<file path="src/rtl/div_responder.sv">
// Multi-cycle 32/32 restoring divider with a start/ready handshake and flush/annul abort.
// Optional macro DIV_EARLY_EXIT_EN: finish right away when |divisor| > |dividend|.
module div_responder (
    input  logic        clk,
    input  logic        rst,
    input  logic        flush,
    input  logic [31:0] opdata1_i,
    input  logic [31:0] opdata2_i,
    input  logic        start_i,
    input  logic        annul_i,
    input  logic        signed_div_i,
    output logic        ready_o,
    output logic [63:0] result_o
);

    typedef enum logic [1:0] {
        IDLE,
        BYZERO,
        ON,
        DONE
    } state_e;

    state_e      state_q, state_d;
    logic [5:0]  cnt_q, cnt_d;
    logic [63:0] dq_q, dq_d;      // {partial remainder, dividend bits / quotient bits}
    logic [31:0] dvs_q, dvs_d;
    logic        q_neg_q, q_neg_d;
    logic        r_neg_q, r_neg_d;

    logic        abort;
    logic        early_exit;
    logic [31:0] op1_mag, op2_mag;
    logic [33:0] trial;
    logic [63:0] step;
    logic [31:0] quo_fix, rem_fix;

    assign abort = flush | annul_i;

    assign op1_mag = (signed_div_i && opdata1_i[31]) ? (~opdata1_i + 32'd1) : opdata1_i;
    assign op2_mag = (signed_div_i && opdata2_i[31]) ? (~opdata2_i + 32'd1) : opdata2_i;

    // Trial subtract of the divisor from {remainder, next dividend bit}; bit 33 set means borrow.
    assign trial = {1'b0, dq_q[63:31]} - {2'b00, dvs_q};
    assign step  = trial[33] ? {dq_q[62:0], 1'b0}
                             : {trial[31:0], dq_q[30:0], 1'b1};

`ifdef DIV_EARLY_EXIT_EN
    assign early_exit = (cnt_q == 6'd0) && (dvs_q > dq_q[31:0]);
`else
    assign early_exit = 1'b0;
`endif

    assign quo_fix = q_neg_q ? (~dq_q[31:0] + 32'd1)  : dq_q[31:0];
    assign rem_fix = r_neg_q ? (~dq_q[63:32] + 32'd1) : dq_q[63:32];

    assign ready_o  = (state_q == DONE) && !abort;
    assign result_o = ready_o ? {rem_fix, quo_fix} : 64'h0;

    always_comb begin
        // NOTE: every next-state signal gets a default first so no path can infer a latch.
        state_d = state_q;
        cnt_d   = cnt_q;
        dq_d    = dq_q;
        dvs_d   = dvs_q;
        q_neg_d = q_neg_q;
        r_neg_d = r_neg_q;

        case (state_q)
            IDLE: begin
                if (start_i && !abort) begin
                    dq_d    = {32'h0, op1_mag};
                    dvs_d   = op2_mag;
                    q_neg_d = signed_div_i & (opdata1_i[31] ^ opdata2_i[31]);
                    r_neg_d = signed_div_i & opdata1_i[31];
                    cnt_d   = 6'd0;
                    state_d = (opdata2_i == 32'h0) ? BYZERO : ON;
                end
            end
            BYZERO: begin
                dq_d    = 64'h0;
                state_d = DONE;
            end
            ON: begin
                // Counts 0..31 doing one step each; the cycle at 32 only hands over to DONE.
                if (cnt_q == 6'd32) begin
                    state_d = DONE;
                end else if (early_exit) begin
                    dq_d    = {dq_q[31:0], 32'h0};
                    state_d = DONE;
                end else begin
                    dq_d  = step;
                    cnt_d = cnt_q + 6'd1;
                end
            end
            DONE: begin
                state_d = IDLE;
            end
            default: begin
                state_d = IDLE;
            end
        endcase

        if (abort) begin
            state_d = IDLE;
        end
    end

    // NOTE: state registers use non-blocking assignments so every flop samples pre-edge values.
    always_ff @(posedge clk or negedge rst) begin
        if (!rst) begin
            state_q <= IDLE;
            cnt_q   <= 6'd0;
            dq_q    <= 64'h0;
            dvs_q   <= 32'h0;
            q_neg_q <= 1'b0;
            r_neg_q <= 1'b0;
        end else begin
            state_q <= state_d;
            cnt_q   <= cnt_d;
            dq_q    <= dq_d;
            dvs_q   <= dvs_d;
            q_neg_q <= q_neg_d;
            r_neg_q <= r_neg_d;
        end
    end

endmodule

</file>
<file path="config.mk">
export PLATFORM = sky130hd
export DESIGN_NAME = div_responder
export DESIGN_NICKNAME = d
export VERILOG_FILES = /design/src/rtl/div_responder.sv
export SDC_FILE = /design/constraint.sdc
export NUM_CORES = 1
export LEC_CHECK = 0
export CAP_MARGIN = 20
export CORE_MARGIN = 2
export CORE_UTILIZATION = 40
export CTS_CLUSTER_DIAMETER = 120
export DETAILED_ROUTE_END_ITERATION = 10
export PLACE_DENSITY = 0.64
export SLEW_MARGIN = 25
export SYNTH_ARGS = -nofsm -noshare
export SYNTH_HDL_FRONTEND = slang
export SYNTH_SLANG_ARGS = --single-unit
</file>
<file path="constraint.sdc">
create_clock -name clk -period 4.3 [get_ports clk]
set_clock_uncertainty 0.2 [all_clocks]
set_input_delay 0.86 -clock clk [delete_from_list [all_inputs] [get_ports clk]]
set_output_delay 0.86 -clock clk [all_outputs]
set_load 0.02 [all_outputs]
</file>
After elaboration in Yosys (flattened, before gate mapping)

Index checks and enable logic that the tools add are counted.

Register bits: 106
Input bits: 70
Output and inout port bits: 65
Word-level logic and storage cells: 58

Add/sub/neg operators: 6
Equality and inequality tests: 8
Multiplexer cells: 17
Bitwise operators: 8
Reduce and logical (&&, ||, !) cells: 13

Operators with widths:

| kind                                                | number |
|---|---|
| two-way mux 64 bit                                  | 4 |
| one-hot mux 64 bit (3 select lines)                 | 1 |
| adder 32 x 1 -> 32 bit, second input constant       | 4 |
| two-way mux 32 bit                                  | 4 |
| NOT 32 bit                                          | 4 |
| subtractor 33 x 32 -> 34 bit                        | 1 |
| zero test 32 bit                                    | 1 |
| two-way mux 6 bit                                   | 2 |
| one-hot mux 6 bit (2 select lines)                  | 1 |
| two-way mux 2 bit                                   | 4 |
| one-hot mux 2 bit (4 select lines)                  | 1 |
| adder 6 x 1 -> 6 bit, second input constant         | 1 |
| equality test 6 bit, second input constant          | 1 |
| inequality test 3 bit, second input constant        | 2 |
| AND reduction 3 bit                                 | 2 |
| equality test 2 bit, second input constant          | 2 |
| logical AND 1 bit                                   | 4 |
| inequality test 2 bit, second input constant        | 2 |
| AND reduction 2 bit                                 | 2 |
| nonzero test 3 bit                                  | 1 |
| AND 1 bit                                           | 2 |
| equality test 2 x 1 -> 1 bit, second input constant | 1 |
| zero test 2 bit                                     | 1 |
| nonzero test 2 bit                                  | 1 |
| 3 further kinds                                     | 3 |

Logic depth before layout (Yosys ltp)

Gate-level depths: netlist (run 1).

Depth after elaboration: 6
Depth in mapped cells: 14
Gate-level depth less buffers: 13

Worst setup path before layout (run 1)

Ideal clock, no wire load.

Path kind: register to output
Start: register dq_q[4]
End: output result_o[29]
Arrival time: 2510 ps
Required time: 3240 ps
Path slack: 730 ps
Stages on the path, launching flop included: 10
Path buffers: 1
Cells stage by stage: dfrtp_1 clkbuf_2 nor4_1 nand2_1 or3_1 or2_2 nand2b_4 o31ai_1 xor2_1 nor2_1

Cells in the longest elaborated chain, start to end: 4

RTL lines:

| element                | line | source |
|---|---|---|
| from (decl)            | 25   | `logic [63:0] dq_q, dq_d;` |
| from (signal assigned) | 120  | `dq_q <= dq_d;` |
| NOT 32 bit             | 53   | `assign quo_fix = q_neg_q ? (~dq_q[31:0] + 32'd1) : dq_q[31:0];` |
| adder 32 x 1 -> 32 bit | 53   |  |
| two-way mux 32 bit     | 53   |  |
| two-way mux 64 bit     | 57   | `assign result_o = ready_o ? {rem_fix, quo_fix} : 64'h0;` |
| to (decl)              | 13   | `output logic [63:0] result_o` |

Every way passes these cells.

Final worst setup path (run 1)

Start: register dq_q[42]
End: output result_o[63]

Cells in the longest elaborated chain, start to end: 4

RTL lines:

| element                | line | source |
|---|---|---|
| NOT 32 bit             | 54   | `assign rem_fix = r_neg_q ? (~dq_q[63:32] + 32'd1) : dq_q[63:32];` |
| adder 32 x 1 -> 32 bit | 54   |  |
| two-way mux 32 bit     | 54   |  |
| two-way mux 64 bit     | 57   |  |

Every way passes these cells.

==> results of run 1 <==
cell type report:
type | count | area [um2] | area share
Multi-Input combinational cell | 952 | 6150 | 0.540
Sequential cell | 106 | 2650 | 0.233
Timing Repair Buffer | 173 | 1690 | 0.148
Tap cell | 285 | 357 | 0.0314
Clock buffer | 10 | 239 | 0.0210
Inverter | 63 | 236 | 0.0208
Clock inverter | 5 | 55.1 | 0.00484
cells in the final DEF (no fill, tap or decap), types with 6 or more instances in the layout:
master | netlist | final
xor2_1 | 95 | 95
inv_1 | 63 | 63
a22oi_1 | 28 | 28
a31oi_1 | 10 | 10
nand2_1 | 143 | 142
a21o_1 | 19 | 19
nor3_1 | 20 | 20
a21oi_1 | 75 | 75
o31ai_1 | 26 | 21
nand2b_1 | 16 | 16
or3_1 | 15 | 13
mux2i_1 | 7 | 7
o21ai_0 | 140 | 138
nor2_1 | 123 | 123
or4_1 | 7 | 6
clkdlybuf4s50_1 | 0 | 114
dlymetal6s2s_1 | 0 | 9
nand3_1 | 9 | 8
xnor2_1 | 51 | 51
buf_4 | 2 | 36
a32oi_1 | 11 | 11
dlygate4sd2_1 | 0 | 10
nor4_1 | 16 | 12
clkbuf_16 | 0 | 9
nand4_1 | 11 | 11
dfrtp_1 | 106 | 106
ha_1 | 43 | 43
o41ai_1 | 14 | 11
critical path: stages (launching register included):
cell and delay, ps:
dfrtp_1 380, or4_4 570, nor4_4 380, nand4_1 260, or3_4 430, o31ai_2 220
xor2_1 160, nor2_1 50, dlygate4sd2_1 330
layer usage:
| layer | wire length [um] | GRT usage |
|---|---|---|
| met3 | 1110 | 0.0228 |
| met5 | 0 | 0 |
| met1 | 12600 | 0.320 |
| met2 | 11700 | 0.345 |
| met4 | 243 | 0.0494 |
sequential cells by signal, indices dropped and copies added, names as in the netlist:
name,count
state_q,2
dq_q,64
q_neg_q,1
cnt_q,6
r_neg_q,1
dvs_q,32
worst paths after layout:
kind	startpoint	end	slack, ps	cells after the start
setup / recovery	dq_q[42]	result_o[63]	80	8
hold / removal	dvs_q[8]	dvs_q[8]	280	2
setup reg to reg	dq_q[31]	dq_q[62]	730	13
hold reg to reg	dvs_q[8]	dvs_q[8]	280	2
max in group asynchronous	rst	dq_q[40]	2820	2
min in group asynchronous	rst	dq_q[15]	310	1
per-stage QoR:
| stage | setup slack (ps) | utilization | hold WS (ps) | power [mW] |
|---|---|---|---|---|
| CTS | 1.89 | 0.500 | 286 | 3.42 |
| global route | -21.6 | 0.504 | 311 | 3.68 |
| finish | 84.7 | 0.504 | 281 | 3.44 |
| global placement | 185 | 0.485 | 263 | 2.53 |
| floorplan | 730 | - | 250 | 2.17 |
| detailed placement | 175 | 0.486 | 271 | 2.55 |
cells by family after synthesis:
group / count (synthesis)
AO/OA/AOI/OAI: 363
XOR/XNOR: 146
adder cells (fa/ha/maj): 44
buffers and inverters: 130
flip-flops: 106
multiplexers: 8
AND/OR/NAND/NOR: 391
repair_timing:
item                       CTS  global route
cloned                       0             0
setup endpoints to repair   15            17
gates resized for setup     15            23
pin swaps                    2             3
hold buffers                 0             0
power groups by stage:
| stage | Sequential, mW | Combinational, mW | Clock [mW] |
|---|---|---|---|
| 2_1_floorplan | 1.34 | 0.831 | 0 |
| 3_3_place_gp | 1.41 | 1.13 | 0 |
| 5_1_grt | 1.45 | 1.32 | 0.911 |
| 3_5_place_dp | 1.42 | 1.14 | 0 |
| 6_report | 1.42 | 1.16 | 0.861 |
| 4_1_cts | 1.41 | 1.14 | 0.871 |
==> metrics.md, run 1 <==
| Metric | Value |
|---|---|
| Wire per inst | 16.1 um |
| DR vias/cell | 5.40 |
| Initial antenna violation count | 0 |
| Syn avg cell area | 7.72 um2 |
| Clock sinks | 106 |
| Adder-cell area share of the yosys netlist | 0.0608 |
| Via Count | 8,611 |
| CTS root buf | clkbuf_16 |
| Pint | 2.13 mW |
| Post-layout min period | 4220 ps |
| Setup violators final | 0 |
| Most frequent cell after synthesis | nand2_1 |
| Die area | 24,200 um2 |
| 1st-pass router iterations | 5 |
| GPL Wtd Cong | 0.883 |
| Simple logic cell fraction of the synthesized area | 0.198 |
| Post-Synth XOR/XNOR Area | 0.139 |
| Die Y | 155 um |
| P_leak | 5.11 nW |
| Startpoint Class | register |
| Power per cell area | 302 nW/um2 |
| # DRC | 0 |
| Clock power frac | 0.250 |
| Worst vdd rail ir drop | 0.193 mV |
| CTS tree | yes |
| Netlist cell types | 64 |
| Setup crit end kind | primary output |
| Rows | 55 |
| Net Switching | 1.31 mW |
| Sum Neg Setup Slack | 0 ps |
| Inst Count DP | 1,579 |
| Post-synthesis compound-gate area fraction | 0.248 |
| Seq cells post-synth | 106 |
| Post-route ant nets | 0 |
| Area delta synth->final | 24.0% |
| # port buffers | 134 |
| Reg clk slew, reported paths | 70 ps |
| Clk_lat worst skew | 360 ps |
| Antenna cell count | 0 |
| First-pass GRT wire length | 42.6 mm |
| FMAX | 237 MHz |
| Ys flop type | dfrtp_1 |
| Synth area leader | dfrtp_1 |
| Setup CP Type | reg -> out |
| Async S/R FF share, synth | 1.00 |
| Largest net degree at the start of global routing | 76 |
| Total number of H-tree levels | 3 |
| I/O Pins | 135 |
| Share of Yosys cell area claimed by the top area cell type | 0.289 |
| Slew HR | 0.510 |
| CTS Buf Count | 9 |
| Starting Density | 0.406 |
| Final Max Slew Viols | 0 |
| Max-cap violations | 0 |
| Cell Area, Synth | 9170 um2 |
| Fillcell total | 2,247 |
| Largest cells by area after synthesis | dfrtp_1, xor2_1, o21ai_0 |
| Grt ovf | 0 |
| Seq/Total Area, Yosys | 0.289 |
| Post-DP Area | 11,000 um2 |
| Ys Warns | 0 |
| Initial drt markers | 485 |
| Largest family of logic cells by synthesized area | compound AO/OA/AOI/OAI gates |
| Final Instance Count excl. Fillers | 1,594 |
| Final period util | 0.980 |
| Comb pwr share | 0.337 |
| CTS max path bufs | 2 |
| Slew @ Worst Pin | 733 ps |
| Hold crit path type | reg -> reg |
| Layout net count | 1,419 |
| Crit path arrival time | 3160 ps |
| Final hold violations | 0 |
| Post-route cell area | 11,400 um2 |
| Status | finished, final reports clean |
| Maximum fanout along the worst path | 4 |
| Mux contribution to synthesized area | 0.00887 |
| Fraction of layout cells with a size suffix above 1 | 0.0733 |
| Final wirelength | 25.7 mm |
| Post-CTS setup repair buffer count | 0 |
| Syn_nets | 1,302 |
| Count of flip-flops with a built-in enable after synthesis | 0 |
| Core footprint | 22,600 um2 |
| Switching Share | 0.381 |
| Tot GR Track Use | 0.218 |
| Die W | 155 um |
| Commonest cells in the netlist | nand2_1, o21ai_0, nor2_1, dfrtp_1, xor2_1 |
| Seq pwr share | 0.413 |
| Post-Synthesis Cells | 1,188 |
| Crit path required time | 3240 ps |
| Vias in the first global route | 8,128 |
| Hpwl dp | 19.8 mm |
No activity file was read; power rests on OpenSTA's default activity.
==> inputs of run 2 (changes only) <==
==> constraint.sdc (replaced) <==
create_clock -name clk -period 4.15 [get_ports clk]
set_clock_uncertainty 0.2 [all_clocks]
set_input_delay 0.83 -clock clk [delete_from_list [all_inputs] [get_ports clk]]
set_output_delay 0.83 -clock clk [all_outputs]
set_load 0.02 [all_outputs]
==> run 2 against run 1 <==
  * Sequential power grew 3%
  * Combinational power rose by 7%
  * Clock-buffer cell count stayed put
  * Non-clock buffer count grew 11
  * Register-to-register slack got worse by 110 ps
  * Hold slack worse by 2.7 ps
  * Design area is 0.32% higher
  * Via count is 1.4% higher
  * Routed wire length increased by 0.68%
  * First-iteration DRC count is 29% higher
==> metrics.md, run 2 (same netlist as run 1, synthesis figures left out) <==
| Metric | Value |
|---|---|
| Slew @ Worst Pin | 930 ps (+197 ps) |
| Clk_lat worst skew | 360 ps (about the same) |
| Post-route ant nets | 0 (unchanged) |
| Vias in the first global route | 8,152 (+0.30%) |
| Final Instance Count excl. Fillers | 1,606 (+0.75%) |
| Setup violators final | 0 (unchanged) |
| # port buffers | 134 (unchanged) |
| Max-cap violations | 0 (unchanged) |
| Seq pwr share | 0.414 (about the same) |
| CTS Buf Count | 9 (unchanged) |
| Fraction of layout cells with a size suffix above 1 | 0.0802 (+0.00690) |
| Rows | 55 (unchanged) |
| Worst vdd rail ir drop | 0.212 mV (+10%) |
| Initial drt markers | 625 (+29%) |
| Switching Share | 0.390 (+0.00894) |
| I/O Pins | 135 (unchanged) |
| Final Max Slew Viols | 0 (unchanged) |
| Die Y | 155 um (unchanged) |
| Final period util | 0.971 |
| Final hold violations | 0 (unchanged) |
| Antenna cell count | 0 (unchanged) |
| Most frequent cells in the layout | nand2_1, o21ai_0, nor2_1 |
| FMAX | 248 MHz |
| Setup CP Type | reg -> out |
| Largest net degree at the start of global routing | 72 (-5.3%) |
| Max reg flops | 64 (unchanged) |
| Wire per inst | 16.1 um (about the same) |
| Hold WS | 278 ps (-2.75 ps) |
| Largest stage delay on the critical path | 640 ps (+70 ps) |
| Top reg by flops | dq_q |
| # DRC | 0 (unchanged) |
| Startpoint Class | register |
| Leading cell type in the layout, fill and taps excluded | nand2_1 |
| CTS tree | yes |
| Hpwl dp | 20.1 mm (+1.5%) |
| Post-layout min period | 4030 ps |
| Crit path required time | 3120 ps (-120 ps) |
| Initial antenna violation count | 0 (unchanged) |
| Clock sinks | 106 (unchanged) |
| 1st-pass router iterations | 5 (unchanged) |
| Power per cell area | 310 nW/um2 (+2.4%) |
| Pint | 2.16 mW (+1.2%) |
| Top Registers | dq_q (64), dvs_q (32), cnt_q (6) |
| Comb pwr share | 0.352 (+0.015) |
| Reg clk slew, reported paths | 70 ps (about the same) |
| CTS root buf | clkbuf_16 |
| Grt ovf | 0 (unchanged) |
| Clock power frac | 0.234 (-0.016) |
| Setup crit end kind | primary output |
| Hold buffers post-CTS | 0 (unchanged) |
| DR vias/cell | 5.44 (+0.68%) |
| Starting Density | 0.406 (unchanged) |
| Tot GR Track Use | 0.215 (-0.00249) |
| Total number of H-tree levels | 3 (unchanged) |
| CTS max path bufs | 2 (unchanged) |
| Crit-path cells | or4_1 -> nor4_4 -> nand4_1 -> or3_1 -> o21ai_1 -> xor2_1 -> nor2_1 -> dlygate4sd2_1 |
| Net Switching | 1.38 mW (+5.1%) |
| First-pass GRT wire length | 42.2 mm (-0.99%) |
| GPL Wtd Cong | 0.894 (+1.3%) |
| Inst Count DP | 1,589 (+0.63%) |
| Die area | 24,200 um2 (unchanged) |
| Maximum fanout along the worst path | 4 (unchanged) |
| Core footprint | 22,600 um2 (unchanged) |
| Hold crit path type | in -> async |
| Slowest-stage cell, CP | or4_1 |
| Area delta synth->final | 24.4% |
| Slew HR | 0.380 (-0.130) |
| Layout net count | 1,430 (+0.78%) |
| Die W | 155 um (unchanged) |
| Overall power | 3.53 mW (+2.7%) |
| FF-to-FF path depth | 11 (-2) |
| Unrepaired setup endpoints after global routing | yes |
| P_leak | 5.15 nW (+0.62%) |
| Status | finished, final reports clean |
| Via Count | 8,735 (+1.4%) |
| Final wirelength | 25.8 mm (+0.68%) |
| Crit path arrival time | 3000 ps (-160 ps) |
run 2: cell count changes in the layout (fill, tap and decap cells not counted), moves of 2 or more:
cell / change
buf_4: +13
clkinvlp_4: +2
o31ai_2: -5
o31ai_1: +4
dlygate4sd2_1: +2
dlymetal6s2s_1: -2
run 2: per-stage QoR:
step	setup WS, ps	area (um2)	TNS, ps	utilization
after CTS	11.2	11300	0	0.502
after floorplan	610	9170	0	-
final	119	11400	0	0.505
after global placement	116	11000	0	0.488
after detailed placement	54.1	11000	0	0.488
after global routing	-33.2	11400	-49.3	0.505
run 2: per-layer routing:
layer	global-route usage	vias up	part of all wire
met2	0.345	220	0.46
met4	0.0572	0	0.015
met3	0.0203	21	0.042
met1	0.311	4047	0.49
li1	-	4447	-
met5	0	-	0
run 2: area by class of cell:
| cell class | instances | area [um2] |
|---|---|---|
| well taps | 285 | 357 |
| flip-flops and latches | 106 | 2650 |
| inverters | 63 | 236 |
| multi-input cells | 952 | 6150 |
| clock inverters | 6 | 43.8 |
| clock buffers | 10 | 229 |
| repair buffers | 184 | 1740 |
| fillers | 2159 | 11200 |
run 2: repair_timing:
action,in CTS,in global routing
pin swaps,0,1
setup endpoints to repair,21,25
buffers inserted,1,0
gates resized for setup,20,21
run 2: power groups by stage:
stage	combinational, mW	clock (mW)	sequential, mW
floorplan	0.861	0	1.39
CTS	1.23	0.835	1.45
finish	1.24	0.827	1.46
global route	1.40	0.887	1.50
global placement	1.20	0	1.45
detailed placement	1.21	0	1.46
run 2: path summary, 6_finish.rpt:
check,startpoint,to,slack (ps)
worst max-delay path,dq_q[49],result_o[60],120
worst min-delay path,rst,dq_q[15],280
worst max register to register,dq_q[50],dq_q[62],620
worst min register to register,dvs_q[9],dvs_q[9],280
max in group asynchronous,rst,dq_q[49],2710
min in group clk,dvs_q[9],dvs_q[9],280
run 2: worst max-delay path: cells and delay by family (launching register included):
| kind | cells | cell delay (ps) |
|---|---|---|
| compound gates | 1 | 180 |
| xor+xnor | 1 | 180 |
| buf+inv | 1 | 340 |
| flops | 1 | 370 |
| simple gates | 5 | 1560 |
